**src/rtl/clock_ctrl_if.sv**
```systemverilog
// Bundle of control, button, digit-status and strobe signals between the
// clock_ctrl sequencer and the digit-counter chain / front panel.
interface clock_ctrl_if;
  logic       ena;
  logic       btn_mode;
  logic       btn_inc;
  logic       max_sl;
  logic       max_sh;
  logic       max_ml;
  logic       max_mh;
  logic       max_hl;
  logic       hour_max;
  logic       ena_sl;
  logic       ena_sh;
  logic       ena_ml;
  logic       ena_mh;
  logic       ena_hl;
  logic       ena_hh;
  logic       clr_s;
  logic       clr_h;
  logic [1:0] mode;
  logic       blink;

  modport master (
    output ena, btn_mode, btn_inc, max_sl, max_sh, max_ml, max_mh, max_hl, hour_max,
    input  ena_sl, ena_sh, ena_ml, ena_mh, ena_hl, ena_hh, clr_s, clr_h, mode, blink
  );

  modport slave (
    input  ena, btn_mode, btn_inc, max_sl, max_sh, max_ml, max_mh, max_hl, hour_max,
    output ena_sl, ena_sh, ena_ml, ena_mh, ena_hl, ena_hh, clr_s, clr_h, mode, blink
  );
endinterface

```
**src/rtl/clock_ctrl.sv**
```systemverilog
// HH:MM:SS sequencer: 1 Hz prescaler, digit-enable cascade, hour wrap and set-mode FSM.
// Define AUTO_REPEAT_EN to enable auto-repeat of btn_inc while held in a set mode.
module clock_ctrl #(
  parameter int TICK_DIV = 1000000
`ifdef AUTO_REPEAT_EN
  , parameter int REPEAT_TICKS = 2
`endif
) (
  input  logic        clk,
  input  logic        res,
  clock_ctrl_if.slave bus
);

  localparam int PW = $clog2(TICK_DIV);
  localparam logic [PW-1:0] TICK_LAST = PW'(TICK_DIV - 1);

  typedef enum logic [1:0] {RUN = 2'd0, SET_HR = 2'd1, SET_MIN = 2'd2} mode_e;

  typedef struct packed {
    logic sl, sh, ml, mh, hl, hh;
  } strobe_t;

  logic [PW-1:0] r_psc;
  logic [3:0]    r_mode_sh, r_inc_sh;
  logic          r_mode_pls, r_inc_pls;
  mode_e         r_state, w_state_nx;
  strobe_t       r_stb, w_stb_nx;
  logic          r_clr_s, w_clr_s_nx;
  logic          r_clr_h, w_clr_h_nx;
  logic          r_blink, w_blink_nx;
  logic          w_psc_clr, w_tick, w_rep, w_inc_p;
  logic          w_c_ml, w_c_mh, w_c_h;

  assign w_tick = (r_psc == TICK_LAST) && bus.ena;

  // Bits [1:0] synchronise, bit [2] is the clean level, bit [3] the edge reference.
  always_ff @(posedge clk) begin
    // NOTE: sequential state uses non-blocking assignments so every flop samples pre-edge values.
    if (!res) begin
      r_mode_sh  <= '0;
      r_inc_sh   <= '0;
      r_mode_pls <= 1'b0;
      r_inc_pls  <= 1'b0;
    end else begin
      r_mode_sh  <= {r_mode_sh[2:0], bus.btn_mode};
      r_inc_sh   <= {r_inc_sh[2:0], bus.btn_inc};
      r_mode_pls <= bus.ena & r_mode_sh[2] & ~r_mode_sh[3];
      r_inc_pls  <= bus.ena & r_inc_sh[2] & ~r_inc_sh[3];
    end
  end

  always_ff @(posedge clk) begin
    if (!res) begin
      r_psc <= '0;
    end else if (w_psc_clr || w_tick) begin
      r_psc <= '0;
    end else if (bus.ena) begin
      r_psc <= r_psc + PW'(1);
    end
  end

`ifdef AUTO_REPEAT_EN
  localparam int RW = $clog2(REPEAT_TICKS + 2);
  logic [RW-1:0] r_rep_cnt;
  logic          w_set;

  assign w_set = (r_state != RUN);
  assign w_rep = w_tick & w_set & r_inc_sh[2] & (r_rep_cnt == RW'(REPEAT_TICKS));

  always_ff @(posedge clk) begin
    if (!res) begin
      r_rep_cnt <= '0;
    end else if (bus.ena) begin
      if (!w_set || !r_inc_sh[2] || r_mode_pls) begin
        r_rep_cnt <= '0;
      end else if (w_tick && (r_rep_cnt != RW'(REPEAT_TICKS))) begin
        r_rep_cnt <= r_rep_cnt + RW'(1);
      end
    end
  end
`else
  assign w_rep = 1'b0;
`endif

  // A mode pulse always wins over a coincident increment.
  assign w_inc_p = (r_inc_pls | w_rep) & ~r_mode_pls;
  assign w_c_ml  = bus.max_sl & bus.max_sh;
  assign w_c_mh  = w_c_ml & bus.max_ml;
  assign w_c_h   = w_c_mh & bus.max_mh;

  always_comb begin
    // NOTE: every output gets a default first so no path leaves a latch behind.
    w_state_nx = r_state;
    w_stb_nx   = '0;
    w_clr_s_nx = 1'b0;
    w_clr_h_nx = 1'b0;
    w_blink_nx = r_blink;
    w_psc_clr  = 1'b0;
    if (bus.ena) begin
      unique case (r_state)
        RUN: begin
          w_blink_nx = 1'b0;
          if (r_mode_pls) begin
            w_state_nx = SET_HR;
            w_clr_s_nx = 1'b1;
          end else if (w_tick) begin
            w_stb_nx.sl = 1'b1;
            w_stb_nx.sh = bus.max_sl;
            w_stb_nx.ml = w_c_ml;
            w_stb_nx.mh = w_c_mh;
            w_stb_nx.hl = w_c_h & ~bus.hour_max;
            w_stb_nx.hh = w_c_h & ~bus.hour_max & bus.max_hl;
            w_clr_h_nx  = w_c_h & bus.hour_max;
          end
        end
        SET_HR: begin
          if (w_tick) w_blink_nx = ~r_blink;
          if (r_mode_pls) begin
            w_state_nx = SET_MIN;
          end else if (w_inc_p) begin
            w_clr_h_nx  = bus.hour_max;
            w_stb_nx.hl = ~bus.hour_max;
            w_stb_nx.hh = ~bus.hour_max & bus.max_hl;
          end
        end
        SET_MIN: begin
          if (w_tick) w_blink_nx = ~r_blink;
          if (r_mode_pls) begin
            w_state_nx = RUN;
            w_blink_nx = 1'b0;
            w_psc_clr  = 1'b1;
          end else if (w_inc_p) begin
            w_stb_nx.ml = 1'b1;
            w_stb_nx.mh = bus.max_ml;
          end
        end
        default: w_state_nx = RUN;
      endcase
    end
  end

  always_ff @(posedge clk) begin
    if (!res) begin
      r_state <= RUN;
      r_stb   <= '0;
      r_clr_s <= 1'b0;
      r_clr_h <= 1'b0;
      r_blink <= 1'b0;
    end else begin
      r_state <= w_state_nx;
      r_stb   <= w_stb_nx;
      r_clr_s <= w_clr_s_nx;
      r_clr_h <= w_clr_h_nx;
      r_blink <= w_blink_nx;
    end
  end

  assign bus.ena_sl = r_stb.sl;
  assign bus.ena_sh = r_stb.sh;
  assign bus.ena_ml = r_stb.ml;
  assign bus.ena_mh = r_stb.mh;
  assign bus.ena_hl = r_stb.hl;
  assign bus.ena_hh = r_stb.hh;
  assign bus.clr_s  = r_clr_s;
  assign bus.clr_h  = r_clr_h;
  assign bus.mode   = r_state;
  assign bus.blink  = r_blink;

endmodule

```
**src/flat_wrapper.sv**
```systemverilog
// flat-port wrapper written by rule: the top's interface ports become plain ports
module clock_ctrl_flat 
#(
  parameter int TICK_DIV = 1000000

)
  (clk, res, bus_ena, bus_btn_mode, bus_btn_inc, bus_max_sl, bus_max_sh, bus_max_ml, bus_max_mh, bus_max_hl, bus_hour_max, bus_ena_sl, bus_ena_sh, bus_ena_ml, bus_ena_mh, bus_ena_hl, bus_ena_hh, bus_clr_s, bus_clr_h, bus_mode, bus_blink);
  clock_ctrl_if bus_i ();
  input  logic clk;
  input  logic res;
  input wire logic [$bits(bus_i.ena)-1:0] bus_ena;
  input wire logic [$bits(bus_i.btn_mode)-1:0] bus_btn_mode;
  input wire logic [$bits(bus_i.btn_inc)-1:0] bus_btn_inc;
  input wire logic [$bits(bus_i.max_sl)-1:0] bus_max_sl;
  input wire logic [$bits(bus_i.max_sh)-1:0] bus_max_sh;
  input wire logic [$bits(bus_i.max_ml)-1:0] bus_max_ml;
  input wire logic [$bits(bus_i.max_mh)-1:0] bus_max_mh;
  input wire logic [$bits(bus_i.max_hl)-1:0] bus_max_hl;
  input wire logic [$bits(bus_i.hour_max)-1:0] bus_hour_max;
  output wire logic [$bits(bus_i.ena_sl)-1:0] bus_ena_sl;
  output wire logic [$bits(bus_i.ena_sh)-1:0] bus_ena_sh;
  output wire logic [$bits(bus_i.ena_ml)-1:0] bus_ena_ml;
  output wire logic [$bits(bus_i.ena_mh)-1:0] bus_ena_mh;
  output wire logic [$bits(bus_i.ena_hl)-1:0] bus_ena_hl;
  output wire logic [$bits(bus_i.ena_hh)-1:0] bus_ena_hh;
  output wire logic [$bits(bus_i.clr_s)-1:0] bus_clr_s;
  output wire logic [$bits(bus_i.clr_h)-1:0] bus_clr_h;
  output wire logic [$bits(bus_i.mode)-1:0] bus_mode;
  output wire logic [$bits(bus_i.blink)-1:0] bus_blink;
  assign bus_i.ena = bus_ena;
  assign bus_i.btn_mode = bus_btn_mode;
  assign bus_i.btn_inc = bus_btn_inc;
  assign bus_i.max_sl = bus_max_sl;
  assign bus_i.max_sh = bus_max_sh;
  assign bus_i.max_ml = bus_max_ml;
  assign bus_i.max_mh = bus_max_mh;
  assign bus_i.max_hl = bus_max_hl;
  assign bus_i.hour_max = bus_hour_max;
  assign bus_ena_sl = bus_i.ena_sl;
  assign bus_ena_sh = bus_i.ena_sh;
  assign bus_ena_ml = bus_i.ena_ml;
  assign bus_ena_mh = bus_i.ena_mh;
  assign bus_ena_hl = bus_i.ena_hl;
  assign bus_ena_hh = bus_i.ena_hh;
  assign bus_clr_s = bus_i.clr_s;
  assign bus_clr_h = bus_i.clr_h;
  assign bus_mode = bus_i.mode;
  assign bus_blink = bus_i.blink;
  clock_ctrl #(.TICK_DIV(TICK_DIV)) u_core (.clk(clk), .res(res), .bus(bus_i));
endmodule
```
**config.mk**
```make
export PLATFORM = sky130hd
export DESIGN_NAME = clock_ctrl_flat
export DESIGN_NICKNAME = d
export VERILOG_FILES = /design/src/rtl/clock_ctrl_if.sv /design/src/rtl/clock_ctrl.sv /design/src/flat_wrapper.sv
export SDC_FILE = /design/constraint.sdc
export NUM_CORES = 1
export LEC_CHECK = 0
export CAP_MARGIN = 40
export CELL_PAD_IN_SITES_DETAIL_PLACEMENT = 0
export CELL_PAD_IN_SITES_GLOBAL_PLACEMENT = 1
export CORE_ASPECT_RATIO = 0.9
export CORE_MARGIN = 4
export CORE_UTILIZATION = 44
export CTS_CLUSTER_SIZE = 24
export DETAILED_ROUTE_END_ITERATION = 8
export HOLD_SLACK_MARGIN = 0.03
export PLACE_DENSITY_LB_ADDON = 0.2
export RECOVER_POWER = 50
export REMOVE_ABC_BUFFERS = 1
export SKIP_CTS_REPAIR_TIMING = 1
export SLEW_MARGIN = 10
export SYNTH_ARGS = -nofsm -noshare
export SYNTH_HDL_FRONTEND = slang
export SYNTH_SLANG_ARGS = --single-unit
```
**constraint.sdc**
```tcl
create_clock -name clk -period 4.6 [get_ports clk]
set_input_delay 0.46 -clock clk [delete_from_list [all_inputs] [get_ports clk]]
set_output_delay 0.46 -clock clk [all_outputs]
set_load 0.05 [all_outputs]
```
Yosys cells after proc, flatten, opt, wreduce, memory -nomap -nowiden
Index checks and enable logic that the tools add are counted.

$add $sub $neg: 1. Equal/unequal tests: 6. Reduce and logical (&&, ||, !) cells: 11. Muxes and demuxes: 23. Bitwise gates (word level): 21.

Operators by type and width (number): $add A20 B1 Y20 const B (1); $eq A20 B20 Y1 const B (1); $mux W2 (7); $and A1 B1 Y1 (12); $mux W1 (9); $not A1 Y1 (9); $pmux W2 S2 (2); $mux W6 (1); $ne A2 B1 Y1 const B (3); $pmux W2 S3 (1); $reduce_or A5 Y1 (1); $mux W4 (1); $reduce_and A2 Y1 (2); $reduce_and A4 Y1 (1); $reduce_or A4 Y1 (1); $pmux W1 S3 (1); $reduce_and A3 Y1 (1); $reduce_bool A3 Y1 (1); $eq A2 B1 Y1 const B (1); $eq A2 B2 Y1 const B (1); $logic_not A2 Y1 (1); $pmux W1 S2 (1); $reduce_or A2 Y1 (1); $logic_and A1 B1 Y1 (1); $logic_or A1 B1 Y1 (1).

Word-level logic and storage cells: 77. Bits of input ports: 11. Flip-flop bits (word level): 41. Output and inout port bits: 11.

Depth between registers and ports, before layout
Gate-level depths: netlist of the first run.

Word-level depth: 8. Depth in mapped cells: 7. Depth with buffers taken out: 6.

Worst setup path before layout of the first run
OpenSTA, ideal clock, no wires.

Path type: flip-flop to flip-flop. Start: register u_core.r_state[0] (netlist: u_core.bus.mode[0]). End: register u_core.r_psc[10]. Data arrival time: 1.710 ns. Data required time: 4.536 ns. Stages on the path, launching flop included: 8. Setup time: 0.064 ns. Buffers on the path: 1. Path slack: 2.826 ns. Period minus slack after synthesis: 1.774 ns. Cell sequence: dfxtp_1 -> inv_1 -> ha_1 -> nand3_1 -> nand2_1 -> o21bai_2 -> buf_2 -> nor2_1.

Longest elaborated chain between the ends: 5.

Ends and longest elaborated chain: start, declared (RTL line clock_ctrl.sv:26) `mode_e r_state, w_state_nx;`; start signal, assigned (RTL line clock_ctrl.sv:150) `r_state <= w_state_nx;`; $eq A2 B2 Y1 (RTL line clock_ctrl.sv:100) `unique case (r_state)`; $mux W1 (RTL line clock_ctrl.sv:100); $mux W1 (RTL line clock_ctrl.sv:99) `if (bus.ena) begin`; $logic_or A1 B1 Y1 (RTL line clock_ctrl.sv:55) `end else if (w_psc_clr || w_tick) begin`; $reduce_or A2 Y1 (no line); end signal, assigned (RTL line clock_ctrl.sv:58) `r_psc <= r_psc + PW'(1);`; end, declared (RTL line clock_ctrl.sv:23) `logic [PW-1:0] r_psc;`.

Every way passes these cells. A chain may end at the register's enable or synchronous reset.

Worst setup path in the final report of the first run
Start: register u_core.r_psc[14]. End: register u_core.r_psc[14].

Longest elaborated chain between the ends: 4. Elaborated cells between the ends (all ways): 5. Classes of those cells: add/sub (1); eq/ne (1); reduce/logical (3).

Ends and longest elaborated chain: branches (longest 4 deep; another with $add A20 B1 Y20).

Parallel ways; which one is timed is not known.

==> flow_metrics.env, run 1 <==
export IMPL_diodes=0
export IMPL_clk_path_buf_depth=2
export IMPL_required_ps=4740
export IMPL_synthFlopType="dfxtp_1"
export IMPL_die_h_um=66.8
export IMPL_path_clk_slew_ps=70
export IMPL_power_density_nw_per_um2=322
export IMPL_critPathKind="reg -> reg"
export IMPL_maxCapViolCount=0
export IMPL_postSynthAreaPerCell_sq_um=9.33
export IMPL_status="finished clean"
export IMPL_skew_ps=5.50
export IMPL_die_x_um=73.3
export IMPL_hold_viol_final=0
export IMPL_grt_pass1_vias=1236
export IMPL_grt_max_degree=18
export IMPL_synth_compound_area_share_pct=4.37
export IMPL_avgRoutedWirePerCell_um=12.3
export IMPL_report_final_slew_viol_count=0
export IMPL_synth_top_family_by_area="simple AND/OR/NAND/NOR gates"
export IMPL_fmax_ghz=0.471
export IMPL_busiest_layer="met2"
export IMPL_start_kind="flop"
export IMPL_yosys_area_top_type="dfxtp_1"
export IMPL_grtUsageMet2_pct=21.8
export IMPL_antenna_found_initial=0
export IMPL_synthSimpleGateAreaFrac_pct=32.3
export IMPL_drc=0
export IMPL_final_nets=222
export IMPL_wl_um=3100
export IMPL_ys_types=35
export IMPL_dieArea_sq_um=4890
export IMPL_power_leakage_nw=0.747
export IMPL_async_reset_ff_share_pct=0
export IMPL_rows=21
export IMPL_dp_slack_ps=2290
export IMPL_relSlewSlack_pct=53.9
export IMPL_synth_enable_flop_cells=0
export IMPL_tightest_slew_ps=691
export IMPL_cp_max_fo=17
export IMPL_numCtsBuffers=5
export IMPL_power_share_combinational_pct=3.7
export IMPL_end_kind="flop"
export IMPL_layout_drive_gt1_share_pct=5.34
export IMPL_pwr_share_seq_pct=55.1
export IMPL_synthTopCellsByCount="dfxtp_1, nor2_1, nand2_1, nand3_1, xor2_1"
export IMPL_synthToLayoutAreaGrowth_pct=20.6
export IMPL_grt_first_pass_wirelength_um=5470
export IMPL_io_pins=22
export IMPL_utilization_pct=54.9
export IMPL_clock_sinks=41
export IMPL_grt_usage_pct=14.6
export IMPL_grt_ovfl_total=0
export IMPL_muxShareOfSynthArea_pct=0
export IMPL_place_congestion=0.814
export IMPL_met3_usage_pct=6.03
export IMPL_switching_share_pct=19.3
export IMPL_synthAdderAreaFrac_pct=3.71
export IMPL_timing_final_crit_share_pct=46.2
export IMPL_first_iter_violations=108
export IMPL_hold_path_class="reg -> reg"
export IMPL_finalCriticalPeriod_ps=2120
export IMPL_final_setup_tns_ps=0
export IMPL_internal_power_mw=0.529
export IMPL_synth_top_area_share_pct=48.6
export IMPL_yosysSeqAreaShare_pct=48.6
export IMPL_yosys_top_cells_area="dfxtp_1, xor2_1, nor2_1"
export IMPL_dpl_cell_count=245
export IMPL_irDropWorstVdd_mv=0.315
export IMPL_cp_arrival_ps=2270
export IMPL_synth_xor_xnor_area_share_pct=9.34
export IMPL_yosys_register_bits=41
export IMPL_instances_no_fill=252
export IMPL_gr_usage_met1_pct=19.2
export IMPL_fin_ws_ps=2480
export IMPL_clkPwrFrac_pct=41.2
export IMPL_cts_tree="built"
export IMPL_rsz0062_at_grt="no"
export IMPL_start_util_pct=45.6
export IMPL_synth_area_sq_um=1690
export IMPL_via_count=1293
export IMPL_syn_inst=181
export IMPL_ys_warn_count=0
export IMPL_synth_most_common_cell="dfxtp_1"
export IMPL_insertion_delay_ps=290
export IMPL_switchingPower_mw=0.127
export IMPL_core_sq_um=3700
export IMPL_fill_cells=339
export IMPL_setup_viol=0
export IMPL_h_tree_depth=2
export IMPL_cts_root_buffer="clkbuf_8"
export IMPL_hpwl_um=2290
export IMPL_antenna_left=0
export IMPL_io_buffers=21
export IMPL_dr_pass1_iters=4
export IMPL_power_total_mw=0.655
export IMPL_vias_per_cell=5.13
## placed cells by master, fill, tap and decap left out, types with 5 or more instances in the layout
cell | synthesis | final
and2_0 | 0 | 5
clkbuf_8 | 0 | 5
clkdlybuf4s50_1 | 0 | 13
dfxtp_1 | 41 | 41
dlygate4sd3_1 | 0 | 8
ha_1 | 5 | 5
nand2_1 | 13 | 13
nand3_1 | 13 | 14
nand4_1 | 9 | 9
nor2_1 | 25 | 25
xnor2_1 | 7 | 7
xor2_1 | 11 | 11
## registers in the layout (all words and copies together) (netlist names), 2 cells and up
signal / count
u_core.r_psc: 20
u_core.r_inc_sh: 4
u_core.r_mode_sh: 4
u_core.bus.mode: 2
## power groups by stage
stage | logic, mW | registers, mW | clock network, mW
after global placement | 0.0244 | 0.369 | 0
after global routing | 0.0273 | 0.361 | 0.295
final | 0.0242 | 0.361 | 0.270
after CTS | 0.0251 | 0.361 | 0.279
after floorplan | 0.0107 | 0.369 | 0
after detailed placement | 0.0249 | 0.369 | 0
## cell type report
cell class	instances	area, sq um	area share [%]
multi-input combinational	133	828	40.7
sequential	41	821	40.3
timing repair buffer	21	210	10.3
clock buffer	5	68.8	3.38
tap	46	57.6	2.83
clock inverter	2	35.0	1.72
inverter	4	15.0	0.738
## critical path: stages, from the launching register on
cell,delay (ps)
dfxtp_1,430
nand4_1,170
nor4_1,270
nand3_1,320
o21bai_2,650
nor2_1,130
## metal layers
layer / wire length, um / part of all wire [%]
met5: 0 / 0
met4: 36 / 1.2
met3: 212 / 6.8
met2: 1320 / 42
met1: 1540 / 50
## through the flow
step | hold slack (ps) | area (sq um)
final | 389 | 2040
after detailed placement | 384 | 1940
after floorplan | 372 | 1680
after global placement | 381 | 1940
after CTS | 394 | 2050
after global routing | 430 | 2040
## logic make-up (layout without fill, tap and decap cells)
group / count (synthesis) / count (layout)
compound gates: 11 / 11
flops: 41 / 41
xor+xnor: 18 / 18
fa+ha+maj: 5 / 5
buf+inv: 7 / 32
simple gates: 99 / 99
## worst paths after layout
| path | cells after the start | slack, ps | startpoint | to |
|---|---|---|---|---|
| worst min register to register | 1 | 390 | u_core.r_mode_sh[3] | u_core.r_mode_pls |
| worst max register to register | 5 | 2480 | u_core.r_psc[14] | u_core.r_psc[14] |
| worst min-delay path | 1 | 390 | u_core.r_mode_sh[3] | u_core.r_mode_pls |
| worst max-delay path | 5 | 2480 | u_core.r_psc[14] | u_core.r_psc[14] |
Note: power is estimated with default switching activity, not from simulation.
==> run 2: changes to the inputs <==
- CORE_UTILIZATION: 44 -> 37
- clock period: 4.6 -> 1.9 ns (I/O delays scaled with it)
==> flow_metrics.env, run 2 (same netlist as run 1, synthesis figures left out) <==
export IMPL_status="finished clean"
export IMPL_grtUsageMet2_pct=19.3
export IMPL_final_nets=235
export IMPL_fmax_ghz=0.562
export IMPL_hold_viol_final=0
export IMPL_place_congestion=0.810
export IMPL_final_setup_tns_ps=0
export IMPL_power_density_nw_per_um2=693
export IMPL_rows=23
export IMPL_io_buffers=21
export IMPL_clock_sinks=41
export IMPL_grt_ovfl_total=0
export IMPL_tightest_slew_ps=510
export IMPL_final_cell_mix="dfxtp_1, nor2_1, nand2_1, nand3_1"
export IMPL_insertion_delay_ps=290
export IMPL_clk_path_buf_depth=2
export IMPL_maxCapViolCount=0
export IMPL_irDropWorstVdd_mv=0.377
export IMPL_gr_usage_met1_pct=17.1
export IMPL_start_kind="flop"
export IMPL_hold_path_class="reg -> reg"
export IMPL_end_kind="flop"
export IMPL_power_leakage_nw=0.803
export IMPL_dpl_cell_count=274
export IMPL_cp_max_fo=5
export IMPL_grt_first_pass_wirelength_um=5840
export IMPL_required_ps=2110
export IMPL_report_final_slew_viol_count=0
export IMPL_grt_usage_pct=12.9
export IMPL_cts_tree="built"
export IMPL_dieArea_sq_um=5710
export IMPL_avgRoutedWirePerCell_um=11.9
export IMPL_relSlewSlack_pct=65.9
export IMPL_core_sq_um=4430
export IMPL_hpwl_um=2480
export IMPL_largest_register="u_core.r_psc"
export IMPL_die_h_um=72.1
export IMPL_numCtsBuffers=5
export IMPL_antenna_found_initial=0
export IMPL_final_common_cell="dfxtp_1"
export IMPL_diodes=0
export IMPL_grt_pass1_vias=1321
export IMPL_rsz0062_at_grt="no"
export IMPL_wl_um=3340
export IMPL_busiest_layer="met2"
export IMPL_path_clk_slew_ps=80
export IMPL_dr_pass1_iters=4
export IMPL_finalCriticalPeriod_ps=1780
export IMPL_cts_root_buffer="clkbuf_8"
export IMPL_reg_top3="u_core.r_psc: 20 flops, u_core.r_inc_sh: 4 flops, u_core.r_mode_sh: 4 flops"
export IMPL_whs_ps=394
export IMPL_timing_final_crit_share_pct=93.7
export IMPL_io_pins=22
export IMPL_critPathKind="reg -> reg"
export IMPL_met3_usage_pct=3.85
export IMPL_synthToLayoutAreaGrowth_pct=28.5
export IMPL_first_iter_violations=65
export IMPL_skew_ps=7.77
export IMPL_via_count=1351
export IMPL_drc=0
export IMPL_setup_viol=0
export IMPL_grt_max_degree=18
export IMPL_h_tree_depth=2
export IMPL_instances_no_fill=282
export IMPL_antenna_left=0
export IMPL_vias_per_cell=4.79
export IMPL_largest_reg_flops=20
export IMPL_cp_arrival_ps=1990
export IMPL_die_x_um=79.2
export IMPL_layout_drive_gt1_share_pct=12.7
export IMPL_start_util_pct=38.1
[run 2: cell count changes in the layout (fill, tap and decap cells not counted), sizes merged]
cell and delta:
buf +11, clkinvlp +3, clkbuf +2, clkdlybuf4s50 -2, dlygate4sd3 +2, bufinv -1, clkinv -1
[run 2: path summary, 6_finish.rpt]
path / startpoint / endpoint / slack, ps / cells past startpoint
worst max-delay path: u_core.r_psc[0] / u_core.bus.ena_ml / 120 / 6
worst min-delay path: u_core.r_inc_sh[3] / u_core.r_inc_pls / 390 / 1
worst max register to register: u_core.r_psc[0] / u_core.bus.ena_ml / 120 / 6
worst min register to register: u_core.r_inc_sh[3] / u_core.r_inc_pls / 390 / 1
[run 2: power breakdown]
part	switching (mW)	leakage [nW]	internal, mW
Clock	0.306	0.0364	0.257
Sequential	0.00501	0.332	0.868
Combinational	0.0316	0.435	0.0361
[run 2: worst max-delay path, cell delays in order (launching register included)]
cell	delay, ps
dfxtp_1	390
ha_1	200
nor3b_2	210
nand3_2	190
clkbuf_1	190
o31a_2	350
nor3_1	160
[run 2: through the flow]
stage	utilization, %	total power, mW	area (sq um)	worst slack [ps]
after global placement	46.5	0.960	2060	-31.1
after floorplan	-	0.919	1680	135
final	49.0	1.50	2170	120
after CTS	48.6	1.52	2150	-13.0
after global routing	49.0	1.57	2170	21.3
after detailed placement	46.5	0.961	2060	-37.3
[run 2: layout make-up]
| cell class | instances | area (sq um) |
|---|---|---|
| Timing Repair Buffer | 34 | 300 |
| Inverter | 4 | 15.0 |
| Fill cell | 457 | 2260 |
| Sequential cell | 41 | 821 |
| Tap cell | 62 | 77.6 |
| Clock inverter | 3 | 22.5 |
| Multi-Input combinational cell | 133 | 865 |
| Clock buffer | 5 | 68.8 |
[run 2: layer usage]
| layer | wire (um) | vias to the layer above | share of wire (%) |
|---|---|---|---|
| met5 | 0 | - | 0 |
| met4 | 57 | 0 | 1.7 |
| met3 | 165 | 4 | 4.9 |
| met2 | 1390 | 24 | 42 |
| met1 | 1730 | 618 | 52 |
| li1 | - | 705 | - |
==> run 3: changes to the inputs <==
- SETUP_SLACK_MARGIN: unset -> 0.02
==> results of run 3 <==
The final DEF is identical to that of run 2; final timing and power are the same.
